`src/rtl/mem_arbiter_pkg.sv`:
```
// mem_arbiter_pkg: FSM states, memory bus codes and access-size codes shared with cache and cpu
package mem_arbiter_pkg;
    typedef enum logic [2:0] {IDLE, INST_RD, DATA_RD, DATA_WR, DONE} arb_state_t;
    localparam logic [1:0] MEM_IDLE  = 2'b00;
    localparam logic [1:0] MEM_READ  = 2'b01;
    localparam logic [1:0] MEM_WRITE = 2'b10;
    localparam logic [1:0] SIZE_BYTE = 2'b00;
    localparam logic [1:0] SIZE_HALF = 2'b01;
    localparam logic [1:0] SIZE_WORD = 2'b10;
    localparam logic [1:0] REQ_READ  = 2'b01;
    localparam logic [1:0] REQ_WRITE = 2'b10;
    function automatic logic [2:0] byte_count(input logic [1:0] size);
        return size == SIZE_BYTE ? 3'd1 : size == SIZE_HALF ? 3'd2 : 3'd4;
    endfunction
endpackage

```
`src/rtl/mem_byte_seq.sv`:
```
// mem_byte_seq: byte counter, address stepping, write lane select and read assembly
module mem_byte_seq #(
    parameter int LEN        = 32,
    parameter int ADDR_WIDTH = 17,
    parameter int BYTE_SIZE  = 8
) (
    input  logic                  clk,
    input  logic                  rst,
    input  logic                  load,
    input  logic                  run,
    input  logic [2:0]            nbytes,
    input  logic [ADDR_WIDTH-1:0] addr,
    input  logic [LEN-1:0]        wdata,
    input  logic [BYTE_SIZE-1:0]  mem_data,
    output logic [2:0]            cnt,
    output logic                  issue,
    output logic [ADDR_WIDTH-1:0] vis_addr,
    output logic [BYTE_SIZE-1:0]  wbyte,
    output logic [LEN-1:0]        rdata
);
    logic [ADDR_WIDTH-1:0] base;
    logic [LEN-1:0]        wd;
    logic [LEN-1:0]        rbuf;
    logic [1:0]            lane;
    logic                  capture;
    assign issue   = run && cnt < nbytes;
    assign capture = run && cnt >= 3'd2 && cnt <= nbytes + 3'd1;
    assign lane    = 2'(cnt - 3'd2);
    assign rdata   = rbuf | (capture ? LEN'(mem_data) << (BYTE_SIZE * int'(lane)) : '0);
    // latch on grant, then each cycle drive byte cnt onto the bus and merge the byte issued two cycles earlier
    always_ff @(posedge clk or negedge rst) begin
        if (!rst) begin
            cnt      <= 3'd0;
            base     <= '0;
            wd       <= '0;
            rbuf     <= '0;
            vis_addr <= '0;
            wbyte    <= '0;
        end else if (load) begin
            cnt  <= 3'd0;
            base <= addr;
            wd   <= wdata;
            rbuf <= '0;
        end else if (run) begin
            cnt <= cnt + 3'd1;
            if (issue) begin
                vis_addr <= base + ADDR_WIDTH'(cnt);
                wbyte    <= wd[BYTE_SIZE * int'(cnt[1:0]) +: BYTE_SIZE];
            end
            if (capture) rbuf <= rdata;
        end
    end
endmodule

```
`src/rtl/mem_arbiter.sv`:
```
// mem_arbiter: instruction/data arbitration onto a byte-wide memory bus; MEM_ARB_RR_EN enables alternating grants
module mem_arbiter
    import mem_arbiter_pkg::*;
#(
    parameter int LEN        = 32,
    parameter int ADDR_WIDTH = 17,
    parameter int BYTE_SIZE  = 8
) (
    input  logic                  clk,
    input  logic                  rst,
    input  logic                  inst_req,
    input  logic [ADDR_WIDTH-1:0] inst_addr,
    output logic [LEN-1:0]        inst_data,
    output logic                  inst_done,
    input  logic [1:0]            data_req,
    input  logic [1:0]            data_size,
    input  logic [ADDR_WIDTH-1:0] data_addr,
    input  logic [LEN-1:0]        data_wdata,
    output logic [LEN-1:0]        data_rdata,
    output logic                  data_done,
    output logic [ADDR_WIDTH-1:0] mem_vis_addr,
    output logic [1:0]            mem_vis_signal,
    output logic [BYTE_SIZE-1:0]  writen_data,
    input  logic [BYTE_SIZE-1:0]  mem_data
);
    arb_state_t     state, state_next;
    logic           data_vld, grant, grant_data, run, issue, own_data;
    logic [2:0]     nbytes, cnt;
    logic [LEN-1:0] result;
    assign data_vld = data_req == REQ_READ || data_req == REQ_WRITE;
    assign grant    = state == IDLE && (inst_req || data_vld);
    assign run      = state == INST_RD || state == DATA_RD || state == DATA_WR;
`ifdef MEM_ARB_RR_EN
    logic last_data;
    assign grant_data = data_vld && !(inst_req && last_data);
    // remember who won the latest grant so a tie goes to the other requester
    always_ff @(posedge clk or negedge rst) begin
        if (!rst) last_data <= 1'b0;
        else if (grant) last_data <= grant_data;
    end
`else
    assign grant_data = data_vld;
`endif
    // leave IDLE on the grant edge; reads end once the last byte is captured, writes once it is on the bus
    always_comb begin
        state_next = state;
        case (state)
            IDLE:             state_next = !grant ? IDLE : !grant_data ? INST_RD :
                                           data_req == REQ_WRITE ? DATA_WR : DATA_RD;
            INST_RD, DATA_RD: state_next = cnt == nbytes + 3'd1 ? DONE : state;
            DATA_WR:          state_next = cnt == nbytes ? DONE : state;
            default:          state_next = IDLE;
        endcase
    end
    // state, owner and length of the granted access, registered bus command and per-port results
    always_ff @(posedge clk or negedge rst) begin
        if (!rst) begin
            state          <= IDLE;
            own_data       <= 1'b0;
            nbytes         <= 3'd0;
            mem_vis_signal <= MEM_IDLE;
            inst_data      <= '0;
            data_rdata     <= '0;
        end else begin
            state          <= state_next;
            mem_vis_signal <= !issue ? MEM_IDLE : state == DATA_WR ? MEM_WRITE : MEM_READ;
            if (grant) begin
                own_data <= grant_data;
                nbytes   <= grant_data ? byte_count(data_size) : 3'd4;
            end
            if (state_next == DONE && state != DATA_WR) begin
                if (own_data) data_rdata <= result;
                else inst_data <= result;
            end
        end
    end
    assign inst_done = state == DONE && !own_data;
    assign data_done = state == DONE && own_data;
    mem_byte_seq #(
        .LEN(LEN),
        .ADDR_WIDTH(ADDR_WIDTH),
        .BYTE_SIZE(BYTE_SIZE)
    ) u_seq (
        .clk(clk),
        .rst(rst),
        .load(grant),
        .run(run),
        .nbytes(nbytes),
        .addr(grant_data ? data_addr : inst_addr),
        .wdata(data_wdata),
        .mem_data(mem_data),
        .cnt(cnt),
        .issue(issue),
        .vis_addr(mem_vis_addr),
        .wbyte(writen_data),
        .rdata(result)
    );
endmodule

```
`config.mk`:
```
export PLATFORM = sky130hd
export DESIGN_NAME = mem_arbiter
export DESIGN_NICKNAME = d
export VERILOG_FILES = /design/src/rtl/mem_arbiter_pkg.sv /design/src/rtl/mem_byte_seq.sv /design/src/rtl/mem_arbiter.sv
export SDC_FILE = /design/constraint.sdc
export NUM_CORES = 1
export LEC_CHECK = 0
export BUFFER_PORTS_ARGS = -buffer_cell sky130_fd_sc_hd__buf_2
export CELL_PAD_IN_SITES_DETAIL_PLACEMENT = 0
export CELL_PAD_IN_SITES_GLOBAL_PLACEMENT = 1
export CORE_MARGIN = 1.5
export CORE_UTILIZATION = 43
export CTS_BUF_LIST = sky130_fd_sc_hd__clkbuf_8
export DETAILED_ROUTE_END_ITERATION = 7
export PLACE_DENSITY_LB_ADDON = 0.1
export SLEW_MARGIN = 20
export SYNTH_ARGS = -nofsm -noshare
export SYNTH_HDL_FRONTEND = slang
export SYNTH_SLANG_ARGS = --single-unit
```
`constraint.sdc`:
```
create_clock -name clk -period 2.7 [get_ports clk]
set_input_delay 0.405 -clock clk [delete_from_list [all_inputs] [get_ports clk]]
set_output_delay 0.405 -clock clk [all_outputs]
set_load 0.005 [all_outputs]
```
Word level (Yosys, flattened, before mapping) --
Cells that the tools add are included.
Storage, ports and cells: bits of input ports 81, bits in registers 182, logic and storage cells 74, output and inout bits 93
Cells by class: muxes and demuxes 18, bitwise gates (word level) 3, equal/unequal tests 11, shift-type cells 2, $add $sub $neg 4, reductions and logical operators 21, order comparisons 3
Operators by type and width (number):
- 32-bit 2-to-1 mux | 4
- 32-bit OR | 1
- 32-bit by 6-bit variable part select with 8-bit output | 1
- 8-bit by 5-bit << shifter with 32-bit output | 1
- 3-bit 2-to-1 mux | 7
- 17-bit by 3-bit adder with 17-bit output | 1
- 17-bit 2-to-1 mux | 1
- 3-bit one-hot mux with 3 select lines | 1
- 2-bit 2-to-1 mux | 4
- 1-bit logical AND | 7
- 3-bit by 1-bit adder with 3-bit output (second input constant) | 2
- 3-bit by 2-bit equality test with 1-bit output (second input constant) | 2
- 3-bit equality test | 2
- 3-bit equality test (second input constant) | 2
- 2-bit AND reduction | 3
- 2-bit by 1-bit equality test with 1-bit output (second input constant) | 2
- 1-bit logical OR | 4
- 2-bit nonzero test | 2
- 3-bit by 1-bit equality test with 1-bit output (second input constant) | 1
- 3-bit by 2-bit greater-or-equal comparator with 1-bit output (second input constant) | 1
- 3-bit <= comparator | 1
- 3-bit zero test | 1
- 3-bit less-than comparator | 1
- 3-bit by 2-bit inequality test with 1-bit output (second input constant) | 1
- 8 further kinds | 9

Logic depth before layout (Yosys ltp) --
depth after elaboration 10, depth in mapped cells 9

Cells and area by module --
From an unflattened synthesis, not the netlist that was laid out.
Unflattened totals: cell total of the unflattened synthesis 630, area total of the unflattened synthesis 8226.6 µm²
Modules (own cells, without submodules):
- mem_byte_seq | cells each 419, area each 4997.3 µm², times used 1, sequential area each 2727.6 µm²
- mem_arbiter | cells each 211, area each 3229.3 µm², times used 1, sequential area each 1826.8 µm²

Least setup slack after synthesis --
Ideal clock, no wire load.
path kind reg-to-reg, start register u_seq.cnt[0], end register inst_data[0], period minus slack after synthesis 2.360 ns, slack 0.340 ns, arrival time 2.229 ns, library setup time 0.131 ns, stages on the path, launching flop included 8, path buffers 2, path through dfrtp_1 buf_2 clkinv_1 ha_1 nand3_2 nor4_4 buf_6 a21oi_1
Between the ends: word-level cells in the longest chain between the ends 6, elaborated cells between the ends (all ways) 16
RTL lines:
- from (decl) | RTL line mem_byte_seq.sv:15 | output logic [2:0] cnt,
- from (signal assigned) | RTL line mem_byte_seq.sv:45 | cnt <= cnt + 3'd1;
- branches (longest 6 deep; another with 2-bit subtractor)
- to (signal assigned) | RTL line mem_arbiter.sv:73 | else inst_data <= result;
- to (decl) | RTL line mem_arbiter.sv:13 | output logic [LEN-1:0] inst_data,
Parallel ways; which one is timed is not known. A chain may end at the register's enable or synchronous reset.

Worst setup path after layout --
start register u_seq.cnt[0], end register data_rdata[28]
Between the ends: word-level cells in the longest chain between the ends 6, elaborated cells between the ends (all ways) 16
RTL lines:
- branches (longest 6 deep; another with 2-bit subtractor)
- to (signal assigned) | RTL line mem_arbiter.sv:72 | if (own_data) data_rdata <= result;
- to (decl) | RTL line mem_arbiter.sv:19 | output logic [LEN-1:0] data_rdata,
Parallel ways; which one is timed is not known.

==> metrics.md <==
| Metric | Value |
|---|---|
| Count leader, synth | `dfrtp_1` |
| Post-DP HPWL | `~13000 µm` |
| Post-Synth XOR/XNOR Area | `2.21%` |
| CP startpoint kind | `register` |
| R2R depth | `6` |
| Area share of the largest cell type after synthesis | `57.2%` |
| Multi-input logic area | `0.00307 mm²` |
| FILL cells | `1690` |
| Fin area | `0.00944 mm²` |
| Routed WL | `around 18000 µm` |
| Leak Pwr | `~4.5 nW` |
| Placement Setup Slack | `approximately 0.34 ns` |
| Mean Syn Cell Area | `just over 10 µm²` |
| # setup viols final | `0` |
| Synth Cell Area | `around 0.008 mm²` |
| Sequential cell area | `around 0.0046 mm²` |
| Initial antenna violation count | `0` |
| Avg WL per Cell | `around 15 µm` |
| Area leader, netlist | `dfrtp_1` |
| H-tree depth | `4` |
| Worst Path Max Fanout | `16` |
| Clock slew at reported path FFs | `~0.10 ns` |
| Dominant cells by area after synthesis | `dfrtp_1 57%, nand2_1 7.3%, nor2_1 6.2%, a21oi_1 4.1%, a21oi_2 3.2%` |
| CP arrival | `about 2.7 ns` |
| RSZ-0062 raised after global routing | `false` |
| Yosys warnings | `0` |
| Worst skew pair latency | `~0.48 ns` |
| CTS tree | `done` |
| EDFF count, synth | `0` |
| Setup TNS | `0 ns` |
| DRT Pass-1 Iters | `8` |
| Setup Skew | `0.0172 ns` |
| R2r setup slk | `about 0.4 ns` |
| Layout cells sized above 1 | `29.2%` |
| # diodes | `0` |
| Sequential element share of the synthesized area | `approximately 57%` |
| Global placement routability congestion | `around 0.77` |
| Top layer used by detailed routing | `met4` |
| Worst slew margin | `between 50% and 60%` |
| Chip Height | `139 µm` |
| Worst min-delay path category | `in2reg` |
| Post-synth ARST share | `between 90% and 100%` |
| Core region area | `0.0181 mm²` |
| Largest net degree at the start of global routing | `73` |
| Initial DRC count | `318` |
| Post-Synth Simple-Gate Area | `between 15 and 20%` |
| Netlist cell types | `48` |
| Hold Path Sink | `u_seq.wd[21]` |
| Violated checks | `DRC` |
| Routed Antenna Nets | `0` |
| CTS max path bufs | `2` |
| CTS Sinks | `around 180` |
| Compound-cell area share of the yosys netlist | `11.4%` |
| Synth top cells by count | `182 x dfrtp_1, 156 x nand2_1, 131 x nor2_1` |
| Post-CTS setup buffers | `0` |
| Core Util, Final | `a little over half` |
| Die W | `between 100 and 150 µm` |
| Starting Density | `44.1%` |
| Vias in the first global route | `roughly 6000` |
| RR Endpoint | `data_rdata[28]` |
| Final Hold Fails | `0` |
| PnR worst setup slack | `0.390 ns` |
| Synth-to-layout area growth | `18.4%` |
| IO Pins | `roughly 170` |
| DP Area | `0.00901 mm²` |
| Largest family of logic cells by synthesized area | `simple AND/OR/NAND/NOR gates` |
| Register bit count reported by yosys | `roughly 180` |
| Worst vdd ir | `between 0.0005 and 0.0006 V` |
| Tcrit/Tclk final | `a little under nine tenths` |
| WL met3 | `between 900 and 1000 µm` |
| Overflow after GRT | `0` |
| Maximum clock frequency | `between 400 and 500 MHz` |
| Worst reg2reg path startpoint | `u_seq.cnt[0]` |
| Worst Hold Launch | `data_wdata[21]` |
| Crit-path most repeated cell | `a21oi_1` |
| Fin crit period | `about 2.3 ns` |
| Status | `finished, violations left` |
| Max incr delay on CP | `around 0.59 ns` |
| Crit path max-delay cell type | `o211ai_2` |
| Hold Path Stages | `3` |
| Worst endpoint required time | `a little over 3 ns` |
| Clock Tree Root | `clkbuf_8` |
| Syn_nets | `between 800 and 900` |
| Gate Count Post-Synth | `between 700 and 800` |
| DR WL met2 | `roughly 8200 µm` |
| Most used DFF post-synth | `dfrtp_1` |
| Final slew viol count | `0` |
| Met1 WL | `8930 µm` |
| Worst path bufs/invs | `1` |
| Critical path class | `reg2reg` |
| First-pass GRT wire length | `roughly 30000 µm` |
| GRT Util Overall | `approximately 20%` |
| Max-cap violations | `0` |
| Pwr/cell area | `1250 mW/mm²` |
| DR vias | `approximately 6000` |
| Post-synthesis mux area share | `under 10%` |
| Die ar. | `0.0194 mm²` |
| Nets | `roughly 1000` |
| Adder-cell share of the synthesized area | `2.29%` |
| Cell family with most CP delay | `compound AO/OA/AOI/OAI gates` |
| Setup crit end kind | `register` |
| Num CTS Buffers | `17` |
| Row count | `49` |
| DRC violations left | `9` |
| Number of port buffers | `173` |
| Worst Tran Pin Value | `0.736 ns` |
| CP cell instances | `clkinv_1, ha_1, o211ai_2, nor2_1, a21oi_1, a21oi_1` |
| Vias per cell | `5.00` |
==> worst max path at each step <==
stage	startpoint	cells past startpoint	to	slack, ns
CTS	u_seq.cnt[0]	6	data_rdata[28]	0.32
detailed placement	u_seq.cnt[0]	6	data_rdata[28]	0.34
global placement	u_seq.cnt[0]	9	u_seq.vis_addr[16]	0.43
global route	u_seq.cnt[0]	6	data_rdata[25]	0.13
finish	u_seq.cnt[0]	6	data_rdata[28]	0.39
floorplan	u_seq.cnt[0]	7	inst_data[0]	0.34
==> registers in the layout, indices dropped and copies added (netlist names), 3 cells and up <==
signal and flops:
state 3, u_seq.wd 32, nbytes 3, u_seq.rbuf 32, inst_data 32, data_rdata 32, u_seq.cnt 3, u_seq.wbyte 8
u_seq.vis_addr 17, u_seq.base 17
==> layer usage <==
| metal | vias to the layer above | track usage, % |
|---|---|---|
| met1 | 2857 | 28.5 |
| met3 | 15 | 4.52 |
| met5 | - | 0 |
| li1 | 2902 | - |
| met2 | 153 | 30.4 |
| met4 | 0 | 5.21 |
==> cells by family (layout without fill, tap and decap cells) <==
| group | count (synthesis) | after routing |
|---|---|---|
| compound gates | 152 | 152 |
| buf+inv | 60 | 237 |
| simple gates | 318 | 318 |
| flops | 182 | 182 |
| fa+ha+maj | 14 | 14 |
| mux | 36 | 36 |
| xor+xnor | 18 | 18 |
==> layout by cell type, fill, tap and decap left out, types with 18 or more instances in the layout <==
cell	count
o21ai_0	23
nor2_1	131
dfrtp_1	182
buf_2	172
nand2_1	156
a21oi_2	28
clkbuf_8	18
mux2i_1	18
a21oi_1	65
o21ai_1	18
==> timing repair <==
item                       4_1_cts  5_1_grt
setup endpoints to repair        0        0
hold endpoints to repair        68        0
gates resized for setup          0        0
hold buffers                     1        0
==> metrics by stage <==
stage | total power, mW | instances | hold WS (ns)
after floorplan | 8.29 | 780 | 0.109
after global routing | 12.8 | 1186 | 0.0871
after detailed placement | 9.95 | 1153 | 0.460
after CTS | 11.9 | 1186 | 0.0913
after global placement | 9.75 | 1153 | 0.454
final | 11.8 | 1186 | 0.116
==> area by class of cell <==
class                   count  share of cell area [%]
flip-flops and latches    182                    48.3
multi-input cells         538                    32.5
repair buffers            189                    11.1
well taps                 229                    3.04
clock buffers              17                    2.48
clock inverters            15                    1.99
inverters                  16                   0.636
==> tightest hold or removal path, delay by kind of cell <==
kind,cells,cell delay [ns]
buf+inv,1,0.07
simple gates,2,0.08
==> where the power goes <==
| part | total (mW) | internal, mW | switching [mW] | leakage, nW |
|---|---|---|---|---|
| clock network | 1.95 | 0.865 | 1.09 | 0.204 |
| registers | 4.74 | 3.98 | 0.766 | 2.18 |
| logic | 5.07 | 2.16 | 2.91 | 2.12 |
(Power assumes the default switching activity.)
